### src/rtl/instr_encoder.sv
// Packs ARM-subset fields into 32-bit words, buffers them in a FIFO and streams them to imem.
// Optional build macro ENC_CHECK_EN: illegal Op encodings are replaced by a NOP and flag Err.
module instr_encoder #(
    parameter int unsigned DEPTH = 4,
    parameter int unsigned AW    = 16
) (
    input  logic          clk,
    input  logic          reset,
    input  logic          Start,
    input  logic [AW-1:0] BaseAddr,
    input  logic          InValid,
    output logic          InReady,
    input  logic          InLast,
    input  logic [3:0]    Cond,
    input  logic [1:0]    Op,
    input  logic [5:0]    Funct,
    input  logic [3:0]    Rn,
    input  logic [3:0]    Rd,
    input  logic [23:0]   Imm,
    input  logic          IMemBusy,
    output logic          IMemWE,
    output logic [AW-1:0] IMemAddr,
    output logic [31:0]   IMemWD,
    output logic          Done,
    output logic          Err,
    output logic [AW-1:0] WordCount
);

    localparam int unsigned PW = $clog2(DEPTH);
`ifdef ENC_CHECK_EN
    localparam logic [31:0] NopWord = 32'hE1A00000;
`endif

    typedef enum logic [1:0] {
        StIdle,
        StRun,
        StFlush,
        StDone
    } state_e;

    state_e state_q, state_d;

    logic [31:0]   fifo_mem_q [DEPTH];
    logic [PW:0]   wr_ptr_q, wr_ptr_d;
    logic [PW:0]   rd_ptr_q, rd_ptr_d;
    logic          fifo_empty, fifo_full;

    logic          imem_we_q, imem_we_d;
    logic [AW-1:0] imem_addr_q, imem_addr_d;
    logic [AW-1:0] next_addr_q, next_addr_d;
    logic [31:0]   imem_wd_q, imem_wd_d;
    logic [AW-1:0] word_count_q, word_count_d;

    logic [31:0]   enc_word;
    logic          push, pop;
    logic [AW-1:0] base_aligned;

    assign fifo_empty   = (wr_ptr_q == rd_ptr_q);
    assign fifo_full    = (wr_ptr_q[PW] != rd_ptr_q[PW]) &&
                          (wr_ptr_q[PW-1:0] == rd_ptr_q[PW-1:0]);
    assign base_aligned = {BaseAddr[AW-1:2], 2'b00};

    assign InReady = (state_q == StRun) && !fifo_full;
    assign push    = InValid && InReady;
    assign pop     = ((state_q == StRun) || (state_q == StFlush)) && !fifo_empty && !IMemBusy;

    // Branch format reuses the Funct/Rn/Rd/Imm[11:0] span for the 24-bit offset.
`ifdef ENC_CHECK_EN
    logic enc_illegal;

    always_comb begin
        enc_illegal = (Op == 2'b11) || ((Op == 2'b10) && !Funct[5]);
        if (enc_illegal) begin
            enc_word = NopWord;
        end else if (Op == 2'b10) begin
            enc_word = {Cond, Op, Funct[5:4], Imm};
        end else begin
            enc_word = {Cond, Op, Funct, Rn, Rd, Imm[11:0]};
        end
    end
`else
    always_comb begin
        if (Op == 2'b10) begin
            enc_word = {Cond, Op, Funct[5:4], Imm};
        end else begin
            enc_word = {Cond, Op, Funct, Rn, Rd, Imm[11:0]};
        end
    end
`endif

    always_ff @(posedge clk) begin
        if (push) begin
            fifo_mem_q[wr_ptr_q[PW-1:0]] <= enc_word;
        end
    end

    always_comb begin
        state_d      = state_q;
        wr_ptr_d     = wr_ptr_q;
        rd_ptr_d     = rd_ptr_q;
        imem_we_d    = pop;
        imem_addr_d  = imem_addr_q;
        next_addr_d  = next_addr_q;
        imem_wd_d    = imem_wd_q;
        word_count_d = word_count_q;

        if (push) begin
            wr_ptr_d = wr_ptr_q + 1'b1;
        end

        // IMemAddr carries the address of the write issued next cycle; next_addr_q runs ahead.
        if (pop) begin
            rd_ptr_d     = rd_ptr_q + 1'b1;
            imem_wd_d    = fifo_mem_q[rd_ptr_q[PW-1:0]];
            imem_addr_d  = next_addr_q;
            next_addr_d  = next_addr_q + AW'(4);
            word_count_d = word_count_q + 1'b1;
        end

        unique case (state_q)
            StIdle: begin
                if (Start) begin
                    state_d      = StRun;
                    imem_addr_d  = base_aligned;
                    next_addr_d  = base_aligned;
                    word_count_d = '0;
                end
            end
            StRun: begin
                if (push && InLast) begin
                    state_d = StFlush;
                end
            end
            StFlush: begin
                if (fifo_empty && !imem_we_q) begin
                    state_d = StDone;
                end
            end
            StDone: begin
                state_d = StIdle;
            end
            default: state_d = StIdle;
        endcase
    end

    always_ff @(posedge clk or negedge reset) begin
        if (!reset) begin
            state_q      <= StIdle;
            wr_ptr_q     <= '0;
            rd_ptr_q     <= '0;
            imem_we_q    <= 1'b0;
            imem_addr_q  <= '0;
            next_addr_q  <= '0;
            imem_wd_q    <= '0;
            word_count_q <= '0;
        end else begin
            state_q      <= state_d;
            wr_ptr_q     <= wr_ptr_d;
            rd_ptr_q     <= rd_ptr_d;
            imem_we_q    <= imem_we_d;
            imem_addr_q  <= imem_addr_d;
            next_addr_q  <= next_addr_d;
            imem_wd_q    <= imem_wd_d;
            word_count_q <= word_count_d;
        end
    end

`ifdef ENC_CHECK_EN
    logic err_q, err_d;

    // Sticky until the next program starts.
    always_comb begin
        err_d = err_q;
        if ((state_q == StIdle) && Start) begin
            err_d = 1'b0;
        end else if (push && enc_illegal) begin
            err_d = 1'b1;
        end
    end

    always_ff @(posedge clk or negedge reset) begin
        if (!reset) begin
            err_q <= 1'b0;
        end else begin
            err_q <= err_d;
        end
    end

    assign Err = err_q;
`else
    assign Err = 1'b0;
`endif

    assign IMemWE    = imem_we_q;
    assign IMemAddr  = imem_addr_q;
    assign IMemWD    = imem_wd_q;
    assign Done      = (state_q == StDone);
    assign WordCount = word_count_q;

endmodule
### config.mk
export PLATFORM = sky130hd
export DESIGN_NAME = instr_encoder
export DESIGN_NICKNAME = d
export VERILOG_FILES = /design/src/rtl/instr_encoder.sv
export SDC_FILE = /design/constraint.sdc
export NUM_CORES = 1
export LEC_CHECK = 0
export ABC_CLOCK_PERIOD_IN_PS = 5230
export CAP_MARGIN = 20
export CORE_MARGIN = 5
export CORE_UTILIZATION = 58
export DETAILED_ROUTE_END_ITERATION = 10
export HOLD_SLACK_MARGIN = 0.05
export MAX_ROUTING_LAYER = met4
export PLACE_DENSITY = 0.84
export RECOVER_POWER = 50
export SETUP_SLACK_MARGIN = 0.5
export SYNTH_ARGS = -nofsm -noshare
export SYNTH_HDL_FRONTEND = slang
export SYNTH_SLANG_ARGS = --single-unit
### constraint.sdc
create_clock -name clk -period 5.23 [get_ports clk]
set_input_delay 0.523 -clock clk [delete_from_list [all_inputs] [get_ports clk]]
set_output_delay 0.523 -clock clk [all_outputs]
set_load 0.05 [all_outputs]
==> metrics.txt <==
# TYPE chip_impl_metric gauge
chip_impl_info{name="outcome",value="complete, but fails checks"} 1
chip_impl_info{name="failing_checks",value="capacitance limit, slew limit"} 1
chip_impl_metric{name="final.fill_count",unit=""} 961
chip_impl_metric{name="maxSlewHeadroom",unit=""} -0.5250
chip_impl_metric{name="worst-endpoint-arrival",unit="ns"} 4.46
chip_impl_metric{name="power_density",unit="mW/mm²"} 607.8
chip_impl_metric{name="drive_above_1_share",unit=""} 0.1039
chip_impl_metric{name="detail_route.wirelength",unit="mm"} 19.35
chip_impl_info{name="synth_area_leader_cell",value="edfxtp_1"} 1
chip_impl_metric{name="dr_vias",unit=""} 5686
chip_impl_metric{name="multi_input_gate_area",unit="mm²"} 0.002645
chip_impl_metric{name="layout_min_cycle_time",unit="ns"} 4.125
chip_impl_metric{name="core",unit="mm²"} 0.01509
chip_impl_metric{name="remaining_drc_errors",unit=""} 0
chip_impl_metric{name="antenna_found_initial",unit=""} 5
chip_impl_info{name="synthFlopType",value="edfxtp_1"} 1
chip_impl_info{name="timing.hold.worst.class",value="reg -> reg"} 1
chip_impl_info{name="critical_path_class",value="reg -> reg"} 1
chip_impl_info{name="worstReg2RegStart",value="rd_ptr_q[1]$_DFFE_PN0N_"} 1
chip_impl_metric{name="worst_setup_hold_path_clk_slew",unit="ns"} 0.06
chip_impl_metric{name="non_filler_cell_area_final",unit="mm²"} 0.01101
chip_impl_metric{name="syn2layout_area_growth",unit="%"} 24.62
chip_impl_metric{name="final_min_period_over_clock_period",unit=""} 0.7888
chip_impl_metric{name="post_cts.resized_instances",unit=""} 0
chip_impl_metric{name="asyncSetResetFlopFracSynth",unit=""} 0.4047
chip_impl_metric{name="post-cts-setup-buffers",unit=""} 0
chip_impl_metric{name="crit_buf_inv",unit=""} 2
chip_impl_metric{name="synth.yosys.seq_area_share",unit=""} 0.6814
chip_impl_info{name="grt_setup_unrepaired",value="false"} 1
chip_impl_metric{name="timing.critical_path.required",unit="ns"} 5.57
chip_impl_metric{name="synth_cell_type_count",unit=""} 42
chip_impl_metric{name="fmaxAchievable",unit="GHz"} 0.2424
chip_impl_metric{name="finalClockSkew",unit="ns"} 0.008620
chip_impl_metric{name="buffer_ports.inserted",unit=""} 130
chip_impl_metric{name="io_pins",unit=""} 134
chip_impl_metric{name="row_count",unit=""} 45
chip_impl_metric{name="yosys_warning_count",unit=""} 0
chip_impl_metric{name="hold_viol",unit=""} 0
chip_impl_metric{name="worstSkewPairLatency",unit="ns"} 0.48
chip_impl_metric{name="die_x",unit="µm"} 133.4
chip_impl_metric{name="synth_area",unit="mm²"} 0.008836
chip_impl_info{name="crit_chain",value="xor2_1, o31ai_4, buf_4, inv_2, xnor2_1, a21oi_1"} 1
chip_impl_metric{name="grt_usage",unit=""} 0.2266
chip_impl_info{name="crit_family",value="flip-flops"} 1
chip_impl_metric{name="cellLeakagePower",unit="nW"} 4.193
chip_impl_metric{name="netlist_instances",unit=""} 628
chip_impl_metric{name="cts_sinks",unit=""} 215
chip_impl_metric{name="synth.avg_cell_area",unit="µm²"} 14.07
chip_impl_info{name="startpoint_of_the_worst_setup_timing_path",value="rd_ptr_q[1]$_DFFE_PN0N_"} 1
chip_impl_metric{name="maxSlewViolCount",unit=""} 74
chip_impl_metric{name="setup-violations-final",unit=""} 0
chip_impl_metric{name="worst-r2r-setup-slack",unit="ns"} 1.10
chip_impl_metric{name="grt_overflow",unit=""} 0
chip_impl_metric{name="ys_seq_elements",unit=""} 215
chip_impl_metric{name="fp.dieArea",unit="mm²"} 0.01780
chip_impl_metric{name="gp_congestion",unit=""} 0.7980
chip_impl_metric{name="tritoncts.num_buffers",unit=""} 21
chip_impl_metric{name="hold_ws",unit="ns"} 0.4731
chip_impl_metric{name="detailed_place.area",unit="mm²"} 0.01027
chip_impl_metric{name="cts-root-to-sink-buffers",unit=""} 3
chip_impl_metric{name="cts-htree-levels",unit=""} 1
chip_impl_info{name="crit_slowest_cell",value="dfrtp_1"} 1
chip_impl_metric{name="detail_route.first_pass.iterations",unit=""} 5
chip_impl_metric{name="wl_per_cell",unit="µm"} 20.09
chip_impl_info{name="synth.area.top_cells",value="edfxtp_1 (44%), dfrtp_1 (25%), mux4_2 (8.2%)"} 1
chip_impl_metric{name="grt_start_max_net_pins",unit=""} 76
chip_impl_metric{name="worst-path-max-fanout",unit=""} 75
chip_impl_info{name="critical_hold_path_startpoint",value="IMemWD[31]$_DFFE_PN0N_"} 1
chip_impl_metric{name="cts_hold_buf",unit=""} 1
chip_impl_metric{name="drt_iter0_markers",unit=""} 451
chip_impl_metric{name="fin_tns_setup",unit="ns"} 0
chip_impl_metric{name="area_share_of_the_leading_cell_type_in_the_synthesized_netlist",unit=""} 0.4350
chip_impl_info{name="cts.root.buffer_cell",value="clkbuf_16"} 1
chip_impl_metric{name="detail_route.vias_per_cell",unit=""} 5.904
chip_impl_metric{name="hpwlAfterDp",unit="mm"} 11.56
chip_impl_metric{name="total_nets_after_synthesis",unit=""} 706
chip_impl_info{name="crit_path_start_kind",value="flip-flop"} 1
chip_impl_metric{name="ir_worst_vdd",unit="µV"} 425.5
chip_impl_info{name="tritoncts_clock_tree",value="done"} 1
chip_impl_metric{name="floorplan.initialDensity",unit=""} 0.5856
chip_impl_metric{name="die_height",unit="µm"} 133.4
chip_impl_metric{name="max_cap_viol_count",unit=""} 2
chip_impl_metric{name="tightest_slew",unit="ns"} 2.288
chip_impl_info{name="endpoint_kind",value="flip-flop"} 1
chip_impl_metric{name="design.final.nets",unit=""} 834
chip_impl_metric{name="final_antenna_net_count",unit=""} 0
chip_impl_metric{name="synth_enable_flop_cells",unit=""} 128
chip_impl_metric{name="first_pass_grt_wire_length",unit="mm"} 31.26
chip_impl_metric{name="number_of_global_route_vias_before_repair",unit=""} 5982
chip_impl_metric{name="max_stage_delay",unit="ns"} 1.46
chip_impl_metric{name="regArea",unit="mm²"} 0.006022
tightest hold or removal path, delay by kind of cell (launching register included):
| kind | cells | cell delay (ns) |
|---|---|---|
| DFF | 1 | 0.34 |
| and+or+nand+nor | 2 | 0.10 |
final cells by class:
type | instances | area share
timing repair buffer | 137 | 0.1220
clock buffer | 28 | 0.05579
sequential | 215 | 0.5469
antenna | 5 | 0.001136
inverter | 11 | 0.003750
clock inverter | 9 | 0.008863
tap | 188 | 0.02136
multi-input combinational | 370 | 0.2402
flip-flops by register name, indices dropped and copies added (netlist names):
name         flops
wr_ptr_q         3
IMemAddr        16
next_addr_q     14
rd_ptr_q         3
IMemWD          32
state_q          2
WordCount       16
fifo_mem_q     128
IMemWE           1
layout by cell type, fill, tap and decap left out, types with 7 or more instances in the layout:
| master | netlist | final |
|---|---|---|
| a21oi_1 | 14 | 14 |
| a31oi_1 | 29 | 29 |
| clkbuf_16 | 0 | 23 |
| clkdlybuf4s50_1 | 0 | 78 |
| dfrtp_1 | 87 | 86 |
| dlygate4sd3_1 | 0 | 52 |
| edfxtp_1 | 128 | 128 |
| ha_1 | 12 | 12 |
| inv_1 | 10 | 10 |
| mux2_1 | 0 | 12 |
| mux4_2 | 32 | 32 |
| nand2_1 | 146 | 146 |
| nand3_1 | 12 | 12 |
| nor2_1 | 17 | 17 |
| o21ai_0 | 9 | 9 |
| o31ai_1 | 16 | 15 |
| or3_1 | 7 | 7 |
| or4_1 | 15 | 15 |
| xnor2_1 | 8 | 8 |
Yosys cell counts, types with 2 or more instances:
| master | count |
|---|---|
| buf_2 | 7 |
| dfrtp_1 | 87 |
| or3_1 | 7 |
| mux2_2 | 13 |
| nor3_1 | 2 |
| mux4_2 | 32 |
| inv_1 | 10 |
| nand3_1 | 12 |
| ha_1 | 12 |
| nand2_1 | 146 |
| a31oi_1 | 29 |
| and4_1 | 3 |
| and3_1 | 3 |
| o21ai_0 | 9 |
| nand2b_1 | 2 |
| mux2i_1 | 2 |
| nand4_1 | 5 |
| nor2b_1 | 3 |
| and2_1 | 4 |
| o31ai_1 | 16 |
| buf_1 | 6 |
| nor2_1 | 17 |
| xor2_1 | 4 |
| or4_1 | 15 |
| buf_4 | 3 |
| edfxtp_1 | 128 |
| xnor2_1 | 8 |
| or2_2 | 2 |
| clkbuf_1 | 15 |
| a21oi_1 | 14 |
final timing paths:
kind | end | cells after the start
min in group asynchronous | WordCount[6]$_DFF_PN0_ | 2
worst max register to register | next_addr_q[2]$_DFF_PN0_ | 6
max in group asynchronous | IMemWD[5]$_DFFE_PN0N_ | 3
worst max-delay path | next_addr_q[2]$_DFF_PN0_ | 6
worst min-delay path | IMemWD[31]$_DFFE_PN0N_ | 2
worst min register to register | IMemWD[31]$_DFFE_PN0N_ | 2
stage by stage:
step / util / total power [mW] / worst slack (ns) / instances
3_3_place_gp: 0.6808 / 5.105 / 1.794 / 918
6_report: 0.7298 / 6.693 / 1.105 / 963
5_1_grt: 0.7298 / 7.061 / 0.6892 / 963
2_1_floorplan: - / 4.368 / 2.895 / 628
4_1_cts: 0.7287 / 6.783 / 1.652 / 956
3_5_place_dp: 0.6808 / 5.222 / 1.668 / 918
where the power goes:
group | switching, mW | internal, mW | total [mW]
registers | 0.302 | 2.20 | 2.50
clock network | 0.614 | 0.925 | 1.54
logic | 1.72 | 0.933 | 2.65
total | 2.64 | 4.06 | 6.69
metal layers:
layer	track usage	routed length, µm	part of all wire
met5	-	0	0
met4	0.05257	331	0.017
met1	0.2907	7796	0.40
met3	0.04796	1290	0.067
met2	0.3775	9931	0.51
cells by family (layout without fill, tap and decap cells):
logic type               Yosys count  in the layout  synth area share
multiplexers                      47             47            0.1004
AO/OA/AOI/OAI                     74             74           0.05339
other                              1              6         0.0004244
XOR/XNOR                          12             12           0.01189
AND/OR/NAND/NOR                  224            224            0.1141
adder cells (fa/ha/maj)           12             12           0.01699
buffers and inverters             43            185           0.02138
flip-flops                       215            215            0.6814
No activity file was read; power rests on OpenSTA's default activity.
